### src/rtl/hdlc_line_monitor.sv
// hdlc_line_monitor: per-channel HDLC framing monitor with statistics.
// Each channel tracks flags, stuffed zeros, aborts and frame length on its
// own serial line and keeps saturating frame / error / abort counters.
// Ports:
//   Clk, Rst        clock, async active-low reset
//   Line, BitValid  per-channel serial bit and bit strobe
//   CntClr          synchronous clear of all counters
//   RdSel           channel selected for counter readback
//   FlagDet, AbortDet, FrameDone, FrameErr  per-channel one-cycle pulses
//   Idle            per-channel level: 8 or more consecutive ones
//   RdFrameCnt, RdErrCnt, RdAbortCnt        counters of RdSel channel (1-cycle latency)
module hdlc_line_monitor #(
  parameter int unsigned CHANNELS  = 4,
  parameter int unsigned MIN_BYTES = 4,
  parameter int unsigned MAX_BYTES = 128,
  parameter int unsigned CNT_W     = 16
) (
  input  logic                                              Clk,
  input  logic                                              Rst,
  input  logic [CHANNELS-1:0]                               Line,
  input  logic [CHANNELS-1:0]                               BitValid,
  input  logic                                              CntClr,
  input  logic [((CHANNELS > 1) ? $clog2(CHANNELS) : 1)-1:0] RdSel,
  output logic [CHANNELS-1:0]                               FlagDet,
  output logic [CHANNELS-1:0]                               AbortDet,
  output logic [CHANNELS-1:0]                               FrameDone,
  output logic [CHANNELS-1:0]                               FrameErr,
  output logic [CHANNELS-1:0]                               Idle,
  output logic [CNT_W-1:0]                                  RdFrameCnt,
  output logic [CNT_W-1:0]                                  RdErrCnt,
  output logic [CNT_W-1:0]                                  RdAbortCnt
);

  localparam int unsigned SelW   = (CHANNELS > 1) ? $clog2(CHANNELS) : 1;
  localparam int unsigned SelN   = 1 << SelW;
  localparam int unsigned BitMax = (MAX_BYTES + 1) * 8 + 7;
  localparam int unsigned BitW   = $clog2(BitMax + 1);

  typedef enum logic {HUNT, SYNC} trkState_e;

  // Readback tables padded to a power of two; unused entries read zero.
  logic [SelN-1:0][CNT_W-1:0] frameCntV, errCntV, abortCntV;

  function automatic logic [CNT_W-1:0] satInc(input logic [CNT_W-1:0] v, input logic en);
    return (en && !(&v)) ? v + CNT_W'(1) : v;
  endfunction

  for (genvar ch = 0; ch < CHANNELS; ch++) begin : gChan
    trkState_e        state, stateNxt;
    logic [3:0]       runCnt, runNxt;
    logic [BitW-1:0]  bitCnt, bitNxt, nBits, nBytes;
    logic             flagC, abortC, doneC, errC;
    logic             flagQ, abortQ, doneQ, errQ, idleQ;
    logic [CNT_W-1:0] frameCnt, errCnt, abortCnt;

    // Tracker state register.
    always_ff @(posedge Clk or negedge Rst) begin
      if (!Rst) begin
        state  <= HUNT;
        runCnt <= 4'd0;
        bitCnt <= '0;
      end else begin
        state  <= stateNxt;
        runCnt <= runNxt;
        bitCnt <= bitNxt;
      end
    end

    // Next-state: bitCnt includes the closing flag's leading 0 and six 1s,
    // hence the frame length is bitCnt - 7.
    always_comb begin
      stateNxt = state;
      runNxt   = runCnt;
      bitNxt   = bitCnt;
      flagC    = 1'b0;
      abortC   = 1'b0;
      doneC    = 1'b0;
      errC     = 1'b0;
      nBits    = bitCnt - BitW'(7);
      nBytes   = nBits >> 3;
      if (BitValid[ch]) begin
        if (Line[ch]) begin
          runNxt = (runCnt == 4'd15) ? runCnt : runCnt + 4'd1;
          if (state == SYNC && bitCnt != BitW'(BitMax)) bitNxt = bitCnt + BitW'(1);
          if (runCnt == 4'd6) begin
            stateNxt = HUNT;
            abortC   = (state == SYNC) && (bitCnt > BitW'(7));
          end
        end else begin
          runNxt = 4'd0;
          if (runCnt == 4'd6) begin
            flagC    = 1'b1;
            bitNxt   = '0;
            stateNxt = SYNC;
            // bitCnt <= 7 covers back-to-back and shared-zero flags.
            if (state == SYNC && bitCnt > BitW'(7)) begin
              if (nBits[2:0] != 3'd0 || nBytes < BitW'(MIN_BYTES) || nBytes > BitW'(MAX_BYTES))
                errC = 1'b1;
              else
                doneC = 1'b1;
            end
          end else if (runCnt != 4'd5 && state == SYNC && bitCnt != BitW'(BitMax)) begin
            bitNxt = bitCnt + BitW'(1);
          end
        end
      end
    end

    // Registered pulses and idle level.
    always_ff @(posedge Clk or negedge Rst) begin
      if (!Rst) begin
        flagQ  <= 1'b0;
        abortQ <= 1'b0;
        doneQ  <= 1'b0;
        errQ   <= 1'b0;
        idleQ  <= 1'b0;
      end else begin
        flagQ  <= flagC;
        abortQ <= abortC;
        doneQ  <= doneC;
        errQ   <= errC;
        idleQ  <= (runNxt >= 4'd8);
      end
    end

    // Statistics counters; clear beats a coincident increment.
    always_ff @(posedge Clk or negedge Rst) begin
      if (!Rst) begin
        frameCnt <= '0;
        errCnt   <= '0;
        abortCnt <= '0;
      end else if (CntClr) begin
        frameCnt <= '0;
        errCnt   <= '0;
        abortCnt <= '0;
      end else begin
        frameCnt <= satInc(frameCnt, doneC);
        errCnt   <= satInc(errCnt, errC);
        abortCnt <= satInc(abortCnt, abortC);
      end
    end

    assign FlagDet[ch]   = flagQ;
    assign AbortDet[ch]  = abortQ;
    assign FrameDone[ch] = doneQ;
    assign FrameErr[ch]  = errQ;
    assign Idle[ch]      = idleQ;
    assign frameCntV[ch] = frameCnt;
    assign errCntV[ch]   = errCnt;
    assign abortCntV[ch] = abortCnt;
  end

  for (genvar g = CHANNELS; g < SelN; g++) begin : gPad
    assign frameCntV[g] = '0;
    assign errCntV[g]   = '0;
    assign abortCntV[g] = '0;
  end

  // Counter readback register.
  always_ff @(posedge Clk or negedge Rst) begin
    if (!Rst) begin
      RdFrameCnt <= '0;
      RdErrCnt   <= '0;
      RdAbortCnt <= '0;
    end else begin
      RdFrameCnt <= frameCntV[RdSel];
      RdErrCnt   <= errCntV[RdSel];
      RdAbortCnt <= abortCntV[RdSel];
    end
  end

endmodule

### config.mk
export PLATFORM = sky130hd
export DESIGN_NAME = hdlc_line_monitor
export DESIGN_NICKNAME = d
export VERILOG_FILES = /design/src/rtl/hdlc_line_monitor.sv
export SDC_FILE = /design/constraint.sdc
export NUM_CORES = 1
export LEC_CHECK = 0
export ABC_CLOCK_PERIOD_IN_PS = 9100
export CORE_MARGIN = 2
export CORE_UTILIZATION = 45
export CTS_CLUSTER_SIZE = 16
export DETAILED_ROUTE_END_ITERATION = 7
export GPL_TIMING_DRIVEN = 1
export SLEW_MARGIN = 20
export SYNTH_ARGS = -nofsm -noshare
export SYNTH_HDL_FRONTEND = slang
export SYNTH_SLANG_ARGS = --single-unit
export TNS_END_PERCENT = 5
### constraint.sdc
create_clock -name Clk -period 9.1 [get_ports Clk]
set_input_delay 1.365 -clock Clk [delete_from_list [all_inputs] [get_ports Clk]]
set_output_delay 1.365 -clock Clk [all_outputs]
set_load 0.005 [all_outputs]
# --- Word level (Yosys, flattened, before mapping) ---
# Index checks and enable logic that the tools add are counted.
totals:
  out_inout_bits: 68
  register_bits: 324
  inputBits: 13
classes:
  reduce_logical: 88
  order_cmp: 17
  n_mux: 134
  addsub: 24
  n_eq_ne: 20
op_table:
  columns: ["cell", "n"]
  rows:
  - ["$mux 16", 27]
  - ["$add 16x1->16 const B", 12]
  - ["$reduce_and 16->1", 12]
  - ["$mux 11", 16]
  - ["$bmux 16 s2", 3]
  - ["$mux 1", 76]
  - ["$mux 4", 12]
  - ["$add 11x1->11 const B", 4]
  - ["$gt 11x3->1 const B", 4]
  - ["$ne 11x11->1 const B", 4]
  - ["$sub 11x3->11 const B", 4]
  - ["$gt 8x8->1 const B", 4]
  - ["$lt 8x3->1 const B", 4]
  - ["$logic_and 1x1->1", 28]
  - ["$reduce_bool 2->1", 12]
  - ["$reduce_bool 3->1", 8]
  - ["$add 4x1->4 const B", 4]
  - ["$eq 4x3->1 const B", 4]
  - ["$eq 4x4->1 const B", 4]
  - ["$ge 4x4->1 const B", 4]
  - ["$ne 4x3->1 const B", 4]
  - ["$logic_not 1->1", 12]
  - ["$reduce_and 3->1", 4]
  - ["$logic_or 1x1->1", 8]
  - ["3 further kinds", 9]

# --- Depth between registers and ports, before layout ---
# Gate-level depths: netlist (run 1).
depth:
  depth_word: 12
  mapped_depth: 13

# --- Worst setup path after synthesis (run 1) ---
# OpenSTA, ideal clock, no wires.
synth_timing:
  path_kind: "input to register"
  from: "input BitValid[2]"
  to: "register gChan[2].frameCnt[11]"
  required_time_ns: 8.975
  setup_time_ns: 0.125
  t_arrival_ns: 3.660
  path_buffers: 3
  cell_stages: 10
  setup_slack_ns: 5.315
  cell_sequence: "clkbuf_1 nand4b_1 nor2_1 nor4b_1 or4b_4 buf_6 and2_4 buf_6 nor4_1 mux2_2"
synth_via:
  elab_chain_len: 3
synth_lines:
  columns: ["element", "line_no", "source"]
  rows:
  - ["start: declaration", "21", "input logic [CHANNELS-1:0] BitValid,"]
  - ["$mux 1", "81", "if (BitValid[ch]) begin"]
  - ["$logic_and 1x1->1", "45", "return (en && !(&v)) ? v + CNT_W'(1) : v;"]
  - ["$reduce_bool 2->1 (no source line)", null, null]
  - ["end signal: assignment", "137", "frameCnt <= satInc(frameCnt, doneC);"]
  - ["end: declaration", "54", "logic [CNT_W-1:0] frameCnt, errCnt, abortCnt;"]
# Every way passes these cells.
# A chain may end at the register's enable or synchronous reset.

# --- Worst setup path after layout (run 1) ---
layout_timing:
  from: "input BitValid[2]"
  to: "register gChan[2].frameCnt[10]"
# The elaborated chain is that of the path after synthesis.

==> summary.md, run 1 <==
| Metric | Value |
|---|---|
| MaxCap Viol Count | `0` |
| Hold Crit Class | `flip-flop to flip-flop` |
| Clock latency on the worst-skew pair | `0.56 ns` |
| Worst ir drop on vdd | `133 uV` |
| Syn_area_per_cell | `between 9 and 10 sq um` |
| Post-synthesis sequential area ratio | `0.459` |
| Initial cell density of the core | `0.454` |
| Share of the synthesized area in the top cell type | `0.459` |
| CP max stage delay | `0.66 ns` |
| Post-Route Setup TNS | `0 ns` |
| Worst hold path depth | `1` |
| Startpoint type of the worst setup path | `input pin` |
| Clk root buf | `clkbuf_16` |
| Clk sink count | `321` |
| Pin count of the biggest net entering global routing | `120` |
| Total inserted antenna cells | `0` |
| Post-synthesis net count | `1822` |
| Fillcell total | `3529` |
| R2R setup slack | `5.67 ns` |
| Status | `complete, no violations` |
| Crit. End Element | `flip-flop` |
| Clock transition at path regs | `about 0.060 ns` |
| IO Pins | `81` |
| Max Freq | `238 MHz` |
| Cells after Synth | `1777` |
| Worst EP arrival | `approximately 4.7 ns` |
| Drt pass-1 iters | `7` |
| Core area | `38600 sq um` |
| Floorplan row count | `72` |
| FF-to-FF Start | `gChan[3].bitCnt[0]` |
| Synth top area cells | `dfrtp_1 (46%), mux4_2 (6.2%), nor2_1 (4.5%)` |
| EDFF count, synth | `0` |
| First-pass GRT wire length | `69500 um` |
| Synthesized area | `17500 sq um` |
| Clock period minus worst slack | `4.20 ns` |
| Die height | `~200 um` |
| Netlist cell types | `73` |
| H-tree Lvls | `2` |
| Routed WL per cell | `18.0 um` |
| Crit-path cells | `clkdlybuf4s50_1, nand4b_1, nor2_1, nor4b_1, or4b_4, and2_4, or4_1, a21oi_1` |
| Yosys Warn Count | `0` |
| Hold Buf Count CTS | `0` |
| Hold Path End | `gChan[1].state` |
| R2r endpoint | `gChan[3].frameCnt[11]` |
| IO buf count | `80` |
| Post_cts resized | `0` |
| Synth area leader | `dfrtp_1` |
| Multi-input logic area | `8770 sq um` |
| Routability cong. | `0.823` |
| Share of layout cells above drive strength 1 | `0.0928` |
| Mean number of vias per cell | `5.79` |
| ANT nets after route | `0` |
| Drt first-iter violations | `between 900 and 1000` |
| Worst Hold Launch | `gChan[1].state` |
| Register bit total from synthesis | `321` |
| FF-to-FF path depth | `8` |
| Placed cells | `about 2300` |
| Via count | `13500` |
| Total Routing Usage GR | `0.211` |
| Lkg Pwr | `8.20 nW` |
| CTS buffer count | `39` |
| Ratio of total power to cell area | `175 nW/um^2` |
| Slew Limit Fails | `0` |
| GRT overflow | `0` |
| Finished Layout Cells | `~2300` |
| Die area | `40500 sq um` |
| Initial antenna violation count | `0` |
| # setup viols final | `0` |
| # nets final | `1836` |
| CTS max path bufs | `3` |
| CTS tree | `yes` |
| Worst-Margin Slew | `between 0.9 and 1 ns` |
| Vias in the first global route | `between 10000 and 15000` |
| Chip width | `just over 200 um` |
| Async S/R FF share, synth | `1.00` |
| Drt total wl | `42100 um` |
| Main flop type after synthesis | `dfrtp_1` |
| Final hold vios | `0` |
| Worst Setup Path Type | `input pin to flip-flop` |
| Area growth syn-to-layout | `13.5%` |
| Tcrit/Tclk final | `0.461` |
| Peak fanout along the critical path | `11` |
| DRC errors left | `0` |
| Slew headroom | `0.340` |
| Critical path's slowest cell | `clkdlybuf4s50_1` |
| Post-CTS Repair Setup Buffers | `0` |
| Unrepaired setup endpoints after global routing | `no` |
| WP data required | `9.58 ns` |
| Post-DP HPWL | `28700 um` |
| Layout Skew | `0.0227 ns` |
| Reg area | `8030 sq um` |
==> per-layer routing <==
layer,GRT usage,vias to the layer above,share of wire
met5,0,-,0
met4,0.0685,0,0.028
met3,0.0379,74,0.047
met2,0.329,276,0.46
met1,0.298,6725,0.47
li1,-,6459,-
==> synthesized netlist by cell type, types with 6 or more instances <==
cell,instances
a21o_1,7
a21oi_1,81
a31oi_1,7
a41oi_1,8
and2_1,20
and3_1,37
and4_1,28
buf_1,7
buf_4,20
clkbuf_1,84
dfrtp_1,321
ha_1,32
inv_1,45
mux2_2,11
mux2i_1,14
mux4_2,48
nand2_1,119
nand2b_1,12
nand3_1,104
nand3b_1,8
nand4_1,45
nor2_1,209
nor2b_1,17
nor3_1,36
nor3b_1,10
nor4_1,30
nor4b_1,7
o2111ai_1,6
o21ai_0,77
o31ai_1,41
or2_2,9
or3_1,30
or4_1,34
xnor2_1,59
xor2_1,78
==> through the flow <==
step           utilization  hold slack (ns)  setup WS (ns)  cell area [sq um]  total power [W]
5_1_grt              0.515            0.531           4.65              19900          0.00364
3_3_place_gp         0.480            0.461           4.48              18500          0.00185
4_1_cts              0.515            0.494           4.90              19900          0.00352
6_report             0.515            0.492           4.90              19900          0.00348
3_5_place_dp         0.480            0.477           4.32              18500          0.00186
2_1_floorplan            -            0.450           5.32              17500          0.00175
==> cell families after synthesis <==
logic type | after synthesis | share of synthesized area
AOI/OAI and AO/OA | 277 | 0.0991
xor gates and xnor gates | 137 | 0.0685
muxes | 73 | 0.0768
DFF | 321 | 0.459
buffers and inverters | 163 | 0.0411
adders and majority gates | 32 | 0.0229
and+or+nand+nor | 774 | 0.233
==> layout make-up <==
type                            instances  area share
Clock buffer                           49      0.0536
Clock inverter                         22      0.0152
Inverter                               46     0.00869
Multi-Input combinational cell       1293       0.442
Sequential cell                       321       0.404
Tap cell                              518      0.0326
Timing Repair Buffer                   90      0.0440
==> critical path: cells and delay by family <==
family                 cells  cell delay [ns]
AOI/OAI and AO/OA          1             0.16
and+or+nand+nor            6             2.47
buffers and inverters      1             0.66
==> sequential cells by signal, summed over array words and instances, names as in the netlist, 16 cells and up, named ones only <==
name	cells
RdAbortCnt	16
RdErrCnt	16
RdFrameCnt	16
gChan.abortCnt	64
gChan.bitCnt	44
gChan.errCnt	64
gChan.frameCnt	64
==> cells in the final DEF (no fill, tap or decap), types with 9 or more instances in the layout <==
| cell type | Yosys | routed |
|---|---|---|
| nand2_1 | 119 | 119 |
| dfrtp_1 | 321 | 321 |
| or2_2 | 9 | 9 |
| nor4_1 | 30 | 30 |
| o31ai_1 | 41 | 41 |
| a21oi_1 | 81 | 80 |
| xnor2_1 | 59 | 59 |
| or4_1 | 34 | 34 |
| clkdlybuf4s50_1 | 0 | 76 |
| ha_1 | 32 | 32 |
| nand2b_1 | 12 | 12 |
| mux2i_1 | 14 | 13 |
| nor2b_1 | 17 | 17 |
| clkbuf_16 | 0 | 40 |
| mux4_2 | 48 | 48 |
| and4_1 | 28 | 28 |
| nand4_1 | 45 | 45 |
| nor2_1 | 209 | 209 |
| and3_1 | 37 | 37 |
| and2_1 | 20 | 20 |
| inv_1 | 45 | 45 |
| mux2_2 | 11 | 11 |
| nand3_1 | 104 | 104 |
| buf_4 | 20 | 11 |
| o21ai_0 | 77 | 76 |
| or3_1 | 30 | 30 |
| nor3b_1 | 10 | 10 |
| xor2_1 | 78 | 78 |
| nor3_1 | 36 | 36 |
==> how the worst max path moves through the flow <==
stage	depth (start not counted)	slack, ns	to	start
after global routing	8	4.65	gChan[2].frameCnt[10]	BitValid[2]
after floorplan	10	5.32	gChan[2].frameCnt[11]	BitValid[2]
after detailed placement	8	4.32	gChan[2].frameCnt[11]	BitValid[2]
after CTS	8	4.90	gChan[2].frameCnt[10]	BitValid[2]
after global placement	8	4.48	gChan[2].frameCnt[11]	BitValid[2]
final	8	4.90	gChan[2].frameCnt[10]	BitValid[2]
==> power by group <==
part | internal, W | leakage, nW | total (W) | switching [W]
combinational | 0.0000996 | 3.09 | 0.000305 | 0.000206
clock | 0.00101 | 0.660 | 0.00164 | 0.000631
sequential | 0.00147 | 4.45 | 0.00153 | 0.0000656
(Power assumes the default switching activity.)
==> run 2, diff against run 1 <==
--- a/config.mk
+++ b/config.mk
@@ -5,7 +5,7 @@
 export SDC_FILE = /design/constraint.sdc
 export NUM_CORES = 1
 export LEC_CHECK = 0
-export ABC_CLOCK_PERIOD_IN_PS = 9100
+export ABC_CLOCK_PERIOD_IN_PS = 3900
 export CORE_MARGIN = 2
 export CORE_UTILIZATION = 45
 export CTS_CLUSTER_SIZE = 16
==> constraint.sdc (replaced) <==
create_clock -name Clk -period 3.9 [get_ports Clk]
set_input_delay 0.585 -clock Clk [delete_from_list [all_inputs] [get_ports Clk]]
set_output_delay 0.585 -clock Clk [all_outputs]
set_load 0.005 [all_outputs]
==> run 2 against run 1 <==
  * Clock power increased by 130%
  * Via count increased by 0.73%
  * Non-clock buffer count rose by 23
  * Combinational power up 140%
  * Power up 130%
  * Worst hold slack worse by 0.35 ns
  * Core utilization grew 0.47 points
  * Global-route usage rose by 0.46 points
  * Cell count rose by 0.94%
  * Worst setup slack got worse by 4.4 ns
  * Largest power group unchanged
  * Highest routed layer unchanged
==> summary.md, run 2 (synthesized netlist as in run 1, its figures left out) <==
| Metric | Value |
|---|---|
| Max Freq | `approximately 300 MHz` |
| Setup WS pre-CTS | `0.240 ns (-4.08 ns)` |
| Hold_ws | `0.138 ns (-0.354 ns)` |
| Peak fanout along the critical path | `9 (-2)` |
| CTS buffer count | `38 (-2.6%)` |
| Layout Skew | `0.0145 ns (-0.00817 ns)` |
| Unrepaired setup endpoints after global routing | `no` |
| Clk root buf | `clkbuf_16` |
| Status | `complete, no violations` |
| Ratio of total power to cell area | `402 nW/um^2 (+130%)` |
| Die area | `40500 sq um (unchanged)` |
| Worst Setup SP | `gChan[2].bitCnt[0]` |
| Routed WL per cell | `18.1 um (+0.85%)` |
| R2R setup slack | `0.51 ns (-5.16 ns)` |
| Chip width | `201 um (unchanged)` |
| Hold Buf Count CTS | `0 (unchanged)` |
| FF-to-FF Start | `gChan[2].bitCnt[0]` |
| Floorplan row count | `72 (unchanged)` |
| Die height | `201 um (unchanged)` |
| Share of layout cells above drive strength 1 | `0.105 (+0.0125)` |
| Initial antenna violation count | `0 (unchanged)` |
| Routability cong. | `0.853 (+3.7%)` |
| Most common cell after layout, fill and taps aside | `dfrtp_1` |
| Crit. End Element | `flip-flop` |
| Worst EP arrival | `3.85 ns (-0.82 ns)` |
| Pin count of the biggest net entering global routing | `113 (-5.8%)` |
| DRC errors left | `0 (unchanged)` |
| Drt pass-1 iters | `7 (unchanged)` |
| ANT nets after route | `0 (unchanged)` |
| Post-DP HPWL | `29600 um (+3.1%)` |
| IO Pins | `81 (unchanged)` |
| Final hold vios | `0 (unchanged)` |
| Tcrit/Tclk final | `0.869` |
| Hold Crit Class | `input pin to async pin` |
| Clock period minus worst slack | `3.39 ns` |
| WP data required | `4.36 ns (-5.22 ns)` |
| Top flop regs | `gChan.abortCnt x64, gChan.errCnt x64, gChan.frameCnt x64` |
| Core area | `38600 sq um (unchanged)` |
| # nets final | `1858 (+1.2%)` |
| Post-CTS Repair Setup Buffers | `0 (unchanged)` |
| GRT overflow | `0 (unchanged)` |
| CTS max path bufs | `3 (unchanged)` |
| Final instance area | `20100 sq um (+0.92%)` |
| Vias in the first global route | `13300 (+2.2%)` |
| Lkg Pwr | `8.33 nW (+1.6%)` |
| # setup viols final | `0 (unchanged)` |
| Drt total wl | `42800 um (+1.8%)` |
| Initial cell density of the core | `0.454 (unchanged)` |
| Post_cts resized | `0 (unchanged)` |
| Clock latency on the worst-skew pair | `0.55 ns (about the same)` |
| Total Routing Usage GR | `0.215 (+0.00455)` |
| Slew Limit Fails | `0 (unchanged)` |
| Post-Route Setup TNS | `0 ns (unchanged)` |
| Via count | `13600 (+0.73%)` |
| Total inserted antenna cells | `0 (unchanged)` |
| CTS tree | `yes` |
| IO buf count | `80 (unchanged)` |
| Commonest cells after routing, fill and taps aside | `dfrtp_1 (321), nor2_1 (209), nand2_1 (119)` |
| Clock transition at path regs | `0.06 ns (about the same)` |
| Worst-Margin Slew | `0.998 ns (+0.00747 ns)` |
| Placed inst area | `18700 sq um (+1.2%)` |
| Total power | `0.00807 W (+130%)` |
| Drt first-iter violations | `880 (-6.8%)` |
| Clk sink count | `321 (unchanged)` |
| PnR worst setup slack | `0.512 ns (-4.39 ns)` |
| Worst Setup Path Type | `flip-flop to flip-flop` |
| H-tree Lvls | `2 (unchanged)` |
| Mean number of vias per cell | `5.77 (-0.21%)` |
| Area growth syn-to-layout | `14.5%` |
| Slew headroom | `0.330 (-0.00949)` |
| Worst ir drop on vdd | `301 uV (+130%)` |
| First-pass GRT wire length | `70800 um (+1.9%)` |
| Startpoint type of the worst setup path | `flip-flop` |
| MaxCap Viol Count | `0 (unchanged)` |
[run 2: changes by cell type in the layout (fill, tap and decap cells not counted), sizes merged]
cell | previous run | this run
bufinv | 6 | 5
inv | 48 | 46
clkbuf | 49 | 47
clkinv | 10 | 14
buf | 14 | 37
[run 2: critical path, cell delays in order (launching register included)]
cell,delay [ns]
dfrtp_1,0.45
ha_1,0.33
nand4b_1,0.21
a41o_1,0.31
a311oi_1,0.83
and4_1,0.38
nand3_1,0.27
or3_1,0.39
a21oi_1,0.14
[run 2: per-stage QoR]
step,utilization,std cells
after floorplan,-,1777
final,0.520,2361
after CTS,0.520,2361
after global placement,0.485,2291
after detailed placement,0.485,2291
after global routing,0.520,2361
[run 2: path summary, 6_finish.rpt]
path	cells past startpoint	endpoint
max in group asynchronous	2	RdAbortCnt[3]
min in group Clk	1	gChan[1].state
max reg2reg	8	gChan[2].abortCnt[15]
min	1	gChan[3].bitCnt[5]
max	8	gChan[2].abortCnt[15]
min reg2reg	1	gChan[1].state
[run 2: final cells by class]
cell class | instances | area [sq um]
Sequential cell | 321 | 8030
Tap cell | 518 | 648
Clock inverter | 23 | 250
Multi-Input combinational cell | 1293 | 8760
Fill cell | 3509 | 18500
Inverter | 46 | 173
Timing Repair Buffer | 113 | 1100
Clock buffer | 47 | 1090
[run 2: layer usage]
metal | vias to the layer above | part of all wire | track usage
li1 | 6495 | - | -
met1 | 6711 | 0.46 | 0.301
met2 | 332 | 0.46 | 0.333
met3 | 95 | 0.049 | 0.0413
met4 | 0 | 0.035 | 0.0825
met5 | - | 0 | 0
[run 2: report_power, final]
group,switching [W],total [W],internal [W]
clock,0.00145,0.00376,0.00232
combinational,0.000478,0.000730,0.000252
sequential,0.000155,0.00358,0.00342
==> edit (config.mk and constraints of run 2) <==
The output `RdErrCnt` loses its register stage (`RdErrCnt` becomes a continuous assignment). Comments in the files are not updated.
--- a/src/rtl/hdlc_line_monitor.sv
+++ b/src/rtl/hdlc_line_monitor.sv
@@ -162,3 +162,2 @@
       RdFrameCnt <= '0;
-      RdErrCnt   <= '0;
       RdAbortCnt <= '0;
@@ -166,3 +165,2 @@
       RdFrameCnt <= frameCntV[RdSel];
-      RdErrCnt   <= errCntV[RdSel];
       RdAbortCnt <= abortCntV[RdSel];
@@ -171,2 +169,4 @@
 
+  assign RdErrCnt = errCntV[RdSel];
+
 endmodule
Behaviour: no difference found for any inputs over 4 cycles, from zero or initial values and one cycle with Rst low; that may be too few to reach the edited logic, so the function may still have changed.
==> edit against run 2 <==
  * Sequential cell count is 16 lower
  * Die area is 0.71% lower
  * Count of clock-buffer cells in the layout is 15 higher
  * Final area is 1.1% lower
  * Synthesized area is 0.73% lower
  * Total power is 0.58% lower
  * Setup slack worse by 0.077 ns
  * Final cell count is 1.4% higher
  * Clock power is 3% lower
  * Non-clock buffer count is 2 lower
  * Largest cell class unchanged
  * Via count is 4.3% higher
  * Routed wire length is 3.2% higher
  * Highest routed layer unchanged
  * First-iteration DRC count is 15% higher
==> edit: results (changes against run 2) <==
[run_status]
outcome = finished, final reports clean  ; unchanged

[global_routing]
grt_pass1_wl_um = 71500  ; was 70800 um
grt_max_degree = 131  ; was 113
grtUsageMet2_pct = 32.6  ; was 33.3%
grtUsageMet1_pct = 32.0  ; was 30.1%
track_usage_pct = 21.8  ; was 21.5%
first_global_vias = 13193  ; was 13298

[finish]
fin_nets = 1900  ; was 1858
drive_above_1_share_pct = 10.1  ; was 10.5%
n_antenna_cell = 0  ; unchanged
final_util_pct = 52.4  ; was 52.0%
reg_top3 = gChan.abortCnt: 64 flops, gChan.errCnt: 64 flops, gChan.frameCnt: 64 flops  ; unchanged
n_fill_cell = 3443  ; was 3509

[power]
p_leak_nw = 8.10  ; was 8.33 nW
vdd_drop_max_mv = 0.317  ; was 0.301 mV

[placed_design]
placed_area_sq_um = 18500  ; was 18700 sq um
gp_congestion = 0.854  ; was 0.853
pre_cts_ws_ns = 0.231  ; was 0.240 ns
dp_hpwl_um = 30600  ; was 29600 um
dp.cells = 2326  ; was 2291

[yosys]
synthTopCellsByArea = dfrtp_1, mux4_2, nor2_1, a21oi_1, nand2_1  ; was dfrtp_1, mux4_2, nor2_1, xor2_1, nand3_1
yosysUniqueCellTypes = 75  ; was 73
synthXorXnorAreaFrac_pct = 4.33  ; was 6.85%
seq_area_frac_synth_pct = 43.9  ; was 45.9%
yosys-top-cells-count = dfrtp_1, nor2_1, nand2_1  ; unchanged
synth-compound-area-share_pct = 12.0  ; was 9.91%
synthAdderAreaFrac_pct = 2.30  ; was 2.29%
syn_inst = 1819  ; was 1777

[drt]
drtIter0Drc = 1009  ; was 880
num_vias = 14218  ; was 13633
routedWlPerCell_um = 18.5  ; was 18.1 um
wl_met3_um = 3120  ; was 2120 um
drt_first_pass_iters = 5  ; was 7
wl_um = 44200  ; was 42800 um

[timing]
fin_skew_ns = 0.0122  ; was 0.0145 ns
hold_slack_ns = 0.0555  ; was 0.138 ns
relSlewSlack_pct = 28.1  ; was 33.0%

[critical_path]
r2r_cells = 9  ; was 8
r2r_end = gChan[2].frameCnt[1]$_DFFE_PN0P_  ; was gChan[2].abortCnt[15]$_DFFE_PN0P_
worst-path-max-fanout = 24  ; was 9
reg2reg_slack_ns = 0.43  ; was 0.51 ns
critPathArrivalTime_ns = 3.89  ; was 3.85 ns

edit: final cells by class:
cell class / instances / share of cell area [%]
well taps: 511 / 3.22
repair buffers: 111 / 5.39
flip-flops and latches: 305 / 38.5
inverters: 54 / 1.02
clock buffers: 62 / 6.07
clock inverters: 7 / 0.454
multi-input cells: 1345 / 45.4
edit: cells by family after synthesis:
logic type | count (synthesis)
XOR/XNOR | 86
AND/OR/NAND/NOR | 804
buffers and inverters | 169
adder cells (fa/ha/maj) | 32
AO/OA/AOI/OAI | 339
flip-flops | 305
multiplexers | 84
edit: critical path: stages (launching register included):
cell	delay, ns
dfrtp_1	0.45
ha_1	0.31
and2_1	0.23
nor4b_1	0.28
o21ai_0	0.19
a221oi_4	0.44
mux2i_2	0.93
buf_4	0.29
mux2i_1	0.18
nor2_1	0.05
edit: how the worst max path moves through the flow:
stage | from | end | slack, ns | cells after the start
after floorplan | gChan[1].bitCnt[0]$_DFFE_PN0P_ | gChan[1].errCnt[10]$_DFFE_PN0P_ | 1.10 | 10
after global placement | BitValid[2] | gChan[2].frameCnt[4]$_DFFE_PN0P_ | 0.25 | 10
after detailed placement | BitValid[2] | gChan[2].frameCnt[6]$_DFFE_PN0P_ | 0.23 | 10
after CTS | gChan[2].bitCnt[0]$_DFFE_PN0P_ | gChan[2].frameCnt[1]$_DFFE_PN0P_ | 0.43 | 9
after global routing | gChan[2].bitCnt[0]$_DFFE_PN0P_ | gChan[2].frameCnt[0]$_DFFE_PN0P_ | 0.20 | 9
final | gChan[2].bitCnt[0]$_DFFE_PN0P_ | gChan[2].frameCnt[1]$_DFFE_PN0P_ | 0.43 | 9
edit: report_power, final:
part | switching, mW | internal, mW
clock | 1.39 | 2.24
sequential | 0.200 | 3.28
combinational | 0.558 | 0.354
total | 2.15 | 5.87
